**src/rtl/eflash_pkg.sv**
```systemverilog
// Shared constants and types for the eFlash return-path buffer.
package eflash_pkg;

  localparam logic [2:0] MODE_READ = 3'd1;
  localparam logic [2:0] MODE_PIM  = 3'd2;

  typedef enum logic [1:0] {IDLE, ACCUM, READY} state_t;

  localparam int unsigned NUM_COL_DEF    = 32;
  localparam int unsigned ADC_W_DEF      = 8;
  localparam int unsigned ACC_W_DEF      = 16;
  localparam int unsigned NUM_SLICES_DEF = 4;
  localparam int unsigned NUM_WORDS      = NUM_COL_DEF * ACC_W_DEF / 32;

endpackage

```
**src/rtl/out_acc_lane.sv**
```systemverilog
// One ADC lane accumulator: load, shift-add or clear, controlled by the buffer FSM.
module out_acc_lane #(
  parameter int unsigned ADC_W = 8,
  parameter int unsigned ACC_W = 16
) (
  input  logic             clk_i,
  input  logic             rst_ni,
  input  logic             clear_i,
  input  logic             load_i,
  input  logic             add_i,
  input  logic [4:0]       shamt_i,
  input  logic [ADC_W-1:0] adc_i,
  output logic [ACC_W-1:0] acc_o
);

  logic [ACC_W-1:0] acc_q, acc_d;
  logic [ACC_W-1:0] addend;

  assign addend = ACC_W'(adc_i) << shamt_i;

  always_comb begin
    acc_d = acc_q;
    if (clear_i) begin
      acc_d = '0;
    end else if (load_i) begin
      acc_d = ACC_W'(adc_i);
    end else if (add_i) begin
      acc_d = acc_q + addend;
    end
  end

  always_ff @(posedge clk_i or negedge rst_ni) begin
    if (!rst_ni) begin
      acc_q <= '0;
    end else begin
      acc_q <= acc_d;
    end
  end

  assign acc_o = acc_q;

endmodule

```
**src/rtl/eflash_output_buffer.sv**
```systemverilog
// Captures per-column ADC results, shift-accumulates PIM slices and streams them out
// as 32-bit words under a counted read strobe.
module eflash_output_buffer
  import eflash_pkg::*;
#(
  parameter int unsigned NUM_COL    = NUM_COL_DEF,
  parameter int unsigned ADC_W      = ADC_W_DEF,
  parameter int unsigned ACC_W      = ACC_W_DEF,
  parameter int unsigned NUM_SLICES = NUM_SLICES_DEF
) (
  input  logic             clk_i,
  input  logic             rst_ni,
  input  logic             pim_en_i,
  input  logic [2:0]       pim_mode_i,
  input  logic [3:0]       exec_cnt_i,
  input  logic             adc_valid_i,
  input  logic [ADC_W-1:0] adc_data_i [0:NUM_COL-1],
  input  logic             out_buf_read_i,
  input  logic             out_buf_clear_i,
  output logic [31:0]      output_data_o,
  output logic             output_valid_o,
  output logic [3:0]       data_tx_cnt_o,
  output logic             overrun_o,
  output logic             seq_err_o
);

  localparam int unsigned N_WORDS    = NUM_COL * ACC_W / 32;
  localparam logic [3:0]  LAST_WORD  = 4'(N_WORDS - 1);
  localparam logic [3:0]  LAST_SLICE = 4'(NUM_SLICES - 1);

  state_t     state_q, state_d;
  logic [3:0] expected_q, expected_d;
  logic [3:0] tx_cnt_q, tx_cnt_d;
  logic       overrun_q, overrun_d;
  logic       seq_err_q, seq_err_d;
  logic       lane_clear, lane_load, lane_add;

  logic [NUM_COL*ACC_W-1:0] acc_flat;
  logic [31:0]              words [N_WORDS];

  always_comb begin
    state_d    = state_q;
    expected_d = expected_q;
    tx_cnt_d   = tx_cnt_q;
    overrun_d  = overrun_q;
    seq_err_d  = seq_err_q;
    lane_clear = 1'b0;
    lane_load  = 1'b0;
    lane_add   = 1'b0;
    if (out_buf_clear_i) begin
      state_d    = IDLE;
      expected_d = '0;
      tx_cnt_d   = '0;
      overrun_d  = 1'b0;
      seq_err_d  = 1'b0;
      lane_clear = 1'b1;
    end else begin
      unique case (state_q)
        IDLE: begin
          if (adc_valid_i && pim_en_i) begin
            if (pim_mode_i == MODE_READ) begin
              lane_load = 1'b1;
              state_d   = READY;
            end else if (pim_mode_i == MODE_PIM) begin
              if (exec_cnt_i == 4'd0) begin
                lane_load  = 1'b1;
                expected_d = 4'd1;
                state_d    = (NUM_SLICES == 1) ? READY : ACCUM;
              end else begin
                seq_err_d = 1'b1;
              end
            end
          end
        end
        ACCUM: begin
          if (!pim_en_i) begin
            state_d    = IDLE;
            expected_d = '0;
            lane_clear = 1'b1;
          end else if (adc_valid_i && pim_mode_i == MODE_PIM) begin
            if (exec_cnt_i == expected_q) begin
              lane_add   = 1'b1;
              expected_d = expected_q + 4'd1;
              if (exec_cnt_i == LAST_SLICE) begin
                state_d    = READY;
                expected_d = '0;
              end
            end else if (exec_cnt_i == 4'd0) begin
              // Slice 0 arriving mid-operation restarts the accumulation.
              lane_load  = 1'b1;
              expected_d = 4'd1;
            end else begin
              seq_err_d = 1'b1;
            end
          end
        end
        READY: begin
          if (adc_valid_i) begin
            overrun_d = 1'b1;
          end
          if (out_buf_read_i) begin
            if (tx_cnt_q == LAST_WORD) begin
              state_d  = IDLE;
              tx_cnt_d = '0;
            end else begin
              tx_cnt_d = tx_cnt_q + 4'd1;
            end
          end
        end
        default: state_d = IDLE;
      endcase
    end
  end

  always_ff @(posedge clk_i or negedge rst_ni) begin
    if (!rst_ni) begin
      state_q    <= IDLE;
      expected_q <= '0;
      tx_cnt_q   <= '0;
      overrun_q  <= 1'b0;
      seq_err_q  <= 1'b0;
    end else begin
      state_q    <= state_d;
      expected_q <= expected_d;
      tx_cnt_q   <= tx_cnt_d;
      overrun_q  <= overrun_d;
      seq_err_q  <= seq_err_d;
    end
  end

  for (genvar i = 0; i < NUM_COL; i++) begin : g_lane
    out_acc_lane #(
      .ADC_W (ADC_W),
      .ACC_W (ACC_W)
    ) u_lane (
      .clk_i   (clk_i),
      .rst_ni  (rst_ni),
      .clear_i (lane_clear),
      .load_i  (lane_load),
      .add_i   (lane_add),
      .shamt_i ({exec_cnt_i, 1'b0}),
      .adc_i   (adc_data_i[i]),
      .acc_o   (acc_flat[i*ACC_W +: ACC_W])
    );
  end

  for (genvar w = 0; w < N_WORDS; w++) begin : g_word
    assign words[w] = acc_flat[w*32 +: 32];
  end

  assign output_data_o  = words[tx_cnt_q];
  assign output_valid_o = (state_q == READY);
  assign data_tx_cnt_o  = tx_cnt_q;
  assign overrun_o      = overrun_q;
  assign seq_err_o      = seq_err_q;

endmodule

```
**config.mk**
```make
export PLATFORM = sky130hd
export DESIGN_NAME = eflash_output_buffer
export DESIGN_NICKNAME = d
export VERILOG_FILES = /design/src/rtl/eflash_pkg.sv /design/src/rtl/out_acc_lane.sv /design/src/rtl/eflash_output_buffer.sv
export SDC_FILE = /design/constraint.sdc
export NUM_CORES = 2
export LEC_CHECK = 0
export ABC_CLOCK_PERIOD_IN_PS = 6300
export CAP_MARGIN = 20
export CORE_AREA = 2 2 351 353
export CTS_BUF_LIST = sky130_fd_sc_hd__clkbuf_16
export CTS_CLUSTER_SIZE = 30
export DETAILED_ROUTE_END_ITERATION = 10
export DIE_AREA = 0 0 353 355
export SETUP_SLACK_MARGIN = 0.3
export SYNTH_ARGS = -nofsm -noshare
export SYNTH_HDL_FRONTEND = slang
export SYNTH_SLANG_ARGS = --single-unit
export TNS_END_PERCENT = 30
```
**constraint.sdc**
```tcl
create_clock -name clk_i -period 6.3 [get_ports clk_i]
set_input_delay 1.26 -clock clk_i [delete_from_list [all_inputs] [get_ports clk_i]]
set_output_delay 1.26 -clock clk_i [all_outputs]
set_load 0.01 [all_outputs]
```
## Yosys cells after proc, flatten, opt, wreduce, memory -nomap -nowiden

Index checks and enable logic that the tools add are counted.

- Add/subtract/negate cells: 34
- $mul: 0
- Divide/modulo/power cells: 0
- Order comparisons: 1
- Equality and inequality tests: 20
- Shifts and indexed selects: 32
- Multiplexer cells: 154
- Bitwise gates (word level): 1
- Reductions and logical operators: 14

Operators by type and width:

| operator | number |
|---|---|
| $mux 16 | 96 |
| $add 16x16->16 | 32 |
| $shl 8x5->16 | 32 |
| $bmux 32 s4 | 1 |
| $mux 32 | 2 |
| $mux 4 | 13 |
| $mux 1 | 27 |
| $mux 2 | 11 |
| $ne 3x3->1 const B | 7 |
| $ne 4x4->1 const B | 5 |
| $add 4x1->4 const B | 2 |
| $pmux 4 s2 | 1 |
| $reduce_and 8->1 | 1 |
| $reduce_and 7->1 | 1 |
| $pmux 2 s3 | 1 |
| $reduce_bool 2->1 | 3 |
| $reduce_bool 3->1 | 2 |
| $ge 5x5->1 const B | 1 |
| $not 4->5 | 1 |
| $reduce_and 5->1 | 1 |
| $eq 4x2->1 const B | 1 |
| $eq 4x4->1 | 1 |
| $eq 4x4->1 const B | 1 |
| $logic_not 4->1 | 1 |
| other kinds (9) | 12 |

- Bits in registers: 524
- Bits in latches: 0
- Bits in writable memories: 0
- Bits in read-only memories: 0
- Input port bits: 269
- Output and inout bits: 39
- Word-level logic and storage cells: 293
- Memories kept: 0

## Logic depth before layout (Yosys ltp)

- Depth after elaboration: 9
- Mapped depth: 21
- Gate-level depth less buffers: 15

## Hierarchy

From an unflattened synthesis, not the netlist that was laid out.

- Cells, all modules: 8353
- Area total of the unflattened synthesis: 65693.0 um2

By module, submodules not included:

| module | times used | cells an instance | area each (um2) | sequential area each (um2) |
|---|---|---|---|---|
| out_acc_lane at g_lane[15].u_lane ... | 26 | 241 | 1879.3 | 400.4 |
| out_acc_lane at g_lane[0].u_lane ... | 6 | 258 | 1968.1 | 400.4 |
| eflash_output_buffer | 1 | 539 | 5022.3 | 300.3 |

## Least setup slack after synthesis

Ideal clock, no wire load.

- Path type: input to register
- Start point: in exec_cnt_i[0]
- End point: reg g_lane[21].u_lane.acc_q[15]
- Library setup time: 135 ps
- Arrival: 5028 ps
- Required time: 6165 ps
- Path slack: 1136 ps
- Stages: 19
- Buffers on the path: 6
- Cells stage by stage: buf_2 -> buf_4 -> buf_4 -> buf_2 -> buf_4 -> clkbuf_1 -> mux2_2 -> o21ai_0 -> nor2_1 -> ha_1 -> and3_1 -> and3_1 -> a41oi_1 -> nand4_1 -> o211ai_1 -> o21ai_0 -> and4_1 -> o41ai_2 -> o41ai_1

- Word-level cells in the longest chain between the ends: 9
- Elaborated cells on any way between the ends: 22
- Those cells by class: 1 x add/sub; 1 x eq/ne; 1 x shift; 17 x mux; 2 x reduce/logical

RTL lines:

| item | RTL line | RTL |
|---|---|---|
| start: declaration | eflash_output_buffer.sv:15 | `input logic [3:0] exec_cnt_i,` |
| branches (longest 9 deep; another with $add 16x16->16) | n/a |  |
| end signal: assignment | out_acc_lane.sv:34 | `acc_q <= '0;` |
| end signal: assignment | out_acc_lane.sv:36 | `acc_q <= acc_d;` |
| end: declaration | out_acc_lane.sv:16 | `logic [ACC_W-1:0] acc_q, acc_d;` |

Several ways; the timed one is not identified. The select of a mux whose other input is x is not followed.
A chain may end at the register's enable or synchronous reset.

## Worst setup path after layout

- Start point: reg tx_cnt_q[0], in the netlist data_tx_cnt_o[0]
- End point: out output_data_o[11]

- Word-level cells in the longest chain between the ends: 4

RTL lines:

| item | RTL line | RTL |
|---|---|---|
| start: declaration | eflash_output_buffer.sv:33 | `logic [3:0] tx_cnt_q, tx_cnt_d;` |
| start signal: assignment | eflash_output_buffer.sv:125 | `tx_cnt_q <= tx_cnt_d;` |
| $not 4->5 (not written as such) | eflash_output_buffer.sv:151 | `assign output_data_o = words[tx_cnt_q];` |
| $bmux 32 s4 | eflash_output_buffer.sv:151 |  |
| $mux 32 (not written as such) (2 in a row) | eflash_output_buffer.sv:151 |  |
| end: declaration | eflash_output_buffer.sv:20 | `output logic [31:0] output_data_o,` |

No other way between the ends. The select of a mux whose other input is x is not followed.

==> out/metrics.cfg <==
[critical_path]
cp.arrival_ns = 4.48
critical_path_class = reg2out
slowest_stage = dfrtp_4
cp-start-kind = register
required_ns = 5.04
path_max_fanout = 51
end_kind = primary output
critPathMaxStageDelay_ns = 1.09
cp_cell_sequence = buf_12 -> mux2i_1 -> a221oi_1 -> a22oi_1 -> nand2_1 -> clkdlybuf4s50_1

[synth]
yosysSeqAreaShare = 0.241
synthTopCellsByArea = dfrtp_1 24%, ha_1 11%, o21ai_0 6.1%
synth_ff_type = dfrtp_1
ys_top_cells_by_count = 835 x nor2_1, 680 x nand2_1, 661 x o21ai_0
ys_types = 84
synth.most_common_cell = nor2_1
synth-async-reset-ratio = 1.00
syn_inst = 6861
synth-edff-count = 0
synth_nets = 7644
yosysTopAreaCell = dfrtp_1
synthesis.area_um2 = 54500
ys_ff_latch = 524
synth_warnings = 0
yosysTopAreaCellShare = 0.241
avgSynthCellArea_um2 = 7.94

[sta]
drv_slew = 0
rsz0062_at_grt = false
tightestPinTransition_ns = 1.10
finalCriticalPeriod_ns = 5.74
clock_skew_ns = 0.0262
max_slew_margin = 0.268
period_share = 0.910
setup_viol = 0
timing.fmax_mhz = 174
hold_violations = 0
tns_ns = 0

[global_routing]
grt_pass1_vias = 52196
grt_max_degree = 119
grt-ovfl-total = 0
grtUsageTotal = 0.350
grt_pass1_wl_um = 336000
antenna_found_initial = 12

[final_layout]
final_nets = 7778
multiInputGateArea_um2 = 39000
fin_area_um2 = 61900
synthToLayoutAreaGrowth_pct = 13.6
fill_cells = 11771
drive_gt1_frac = 0.0655
seqCellArea_um2 = 13100

[min_path]
hold_path.class = reg2reg

[outcome]
status = finished clean

[run]
cap_violations = 0

[die]
core_um2 = 121000
fp.dieW_um = 353
dieArea_um2 = 125000
fp.dieH_um = 355
initial_utilization = 0.449
pin_count = 308
rows = 128

[route]
num_vias = 55216
firstDrtPassIters = 7
finalWirelength_um = 225000
drc = 0
wire_per_inst_um = 26.0
drtIter0Drc = 6358
viasPerCell = 6.36
ant_nets = 0

[clock_tree]
postCtsSetupRepairBufs = 0
cts_tree = done
cts-root-buf = clkbuf_16
h-tree-depth = 3
numCtsBuffers = 74
insertion_delay_ns = 0.67
hold_buffers = 0
ctsResizeCount = 0
clockBufferDepth = 3
clk_pin_slew_ns = 0.06
cts_sinks = 524

[placement]
dpl-instance-area_um2 = 59500
portBuffers = 307
gp_congestion = 0.959
dp_hpwl_um = 164000

[power]
power_density_nw_per_um2 = 165
irDropWorstVdd_v = 0.000184
p_leak_nw = 28.1

[path summary, 6_finish.rpt]
path | from | endpoint | slack, ns | cells past startpoint
max in group asynchronous | rst_ni | g_lane[21].u_lane.acc_o[0]$_DFFE_PN0P_ | 4.24 | 2
hold reg to reg | g_lane[27].u_lane.acc_o[15]$_DFFE_PN0P_ | g_lane[27].u_lane.acc_o[15]$_DFFE_PN0P_ | 0.49 | 1
min in group asynchronous | rst_ni | g_lane[30].u_lane.acc_o[0]$_DFFE_PN0P_ | 0.69 | 1
setup / recovery | data_tx_cnt_o[0]$_DFFE_PN0P_ | output_data_o[11] | 0.56 | 6
setup reg to reg | expected_q[2]$_DFFE_PN0P_ | g_lane[24].u_lane.acc_o[15]$_DFFE_PN0P_ | 2.82 | 10
hold / removal | g_lane[27].u_lane.acc_o[15]$_DFFE_PN0P_ | g_lane[27].u_lane.acc_o[15]$_DFFE_PN0P_ | 0.49 | 1
[worst max-delay path: cells and delay by family (launching register included)]
| kind | cells | cell delay, ns |
|---|---|---|
| buf+inv | 2 | 0.92 |
| compound gates | 2 | 1.15 |
| mux | 1 | 0.26 |
| simple gates | 1 | 0.29 |
| flops | 1 | 1.09 |
[logic make-up (layout without fill, tap and decap cells)]
logic type      after synthesis  in the layout  share of synthesized area
buf+inv                     613            804                     0.0451
compound gates             2093           2093                      0.247
other cells                   0              2                          0
simple gates               2348           2348                      0.195
flops                       524            524                      0.241
fa+ha+maj                   514            514                      0.122
xor+xnor                    369            369                     0.0593
mux                         400            400                     0.0903
[flip-flops by register name (all words and copies together), names as in the netlist]
| name | flops |
|---|---|
| g_lane.u_lane.acc_o | 512 |
| state_q | 2 |
| expected_q | 4 |
| data_tx_cnt_o | 4 |
| seq_err_o | 1 |
| overrun_o | 1 |
[report_power, final]
part           internal [mW]  total, mW  switching, mW  leakage (nW)
clock                   2.49       4.30           1.81          1.23
sequential              3.42       3.54          0.122          7.30
combinational          0.885       2.36           1.47          19.6
[through the flow]
| stage | setup WS [ns] | instances | hold slack [ns] | total power [mW] | util |
|---|---|---|---|---|---|
| after floorplan | 1.14 | 6861 | 0.445 | 4.91 | - |
| after global placement | 0.912 | 8544 | 0.470 | 5.89 | 0.490 |
| after detailed placement | 0.908 | 8544 | 0.478 | 5.91 | 0.490 |
| after CTS | 0.769 | 8677 | 0.486 | 10.2 | 0.510 |
| after global routing | 0.611 | 8677 | 0.528 | 10.5 | 0.510 |
| final | 0.565 | 8679 | 0.488 | 10.2 | 0.510 |
[layout make-up]
class,instances,area share
Antenna cell,2,0.0000809
Inverter,234,0.0142
Clock buffer,79,0.0319
Multi-Input combinational cell,5724,0.631
Clock inverter,54,0.00615
Tap cell,1625,0.0328
Sequential cell,524,0.212
Timing Repair Buffer,437,0.0722
[layer usage]
metal  global-route usage  share of wire  vias up
li1                     -              -    25259
met1                0.481           0.42    26597
met2                0.533           0.43     2845
met3               0.0713           0.10      503
met4                0.148          0.048       12
met5                    0        0.00032        -
[cells in the final DEF (no fill, tap or decap), types with 67 or more instances in the layout]
master / count
nor2b_1: 135
dfrtp_1: 521
mux2i_1: 244
inv_1: 253
nor3_1: 133
a22oi_1: 144
clkdlybuf4s50_1: 302
and2_1: 96
and3_1: 78
nor2_1: 833
or3_1: 73
nand2_1: 678
buf_4: 98
a21o_1: 118
a22o_1: 67
a211oi_1: 88
mux2_2: 92
ha_1: 482
clkbuf_16: 79
xnor2_1: 199
nand3_1: 148
a221oi_1: 155
o21ai_0: 661
xor2_1: 170
a21oi_1: 439
No activity file was read; power rests on OpenSTA's default activity.
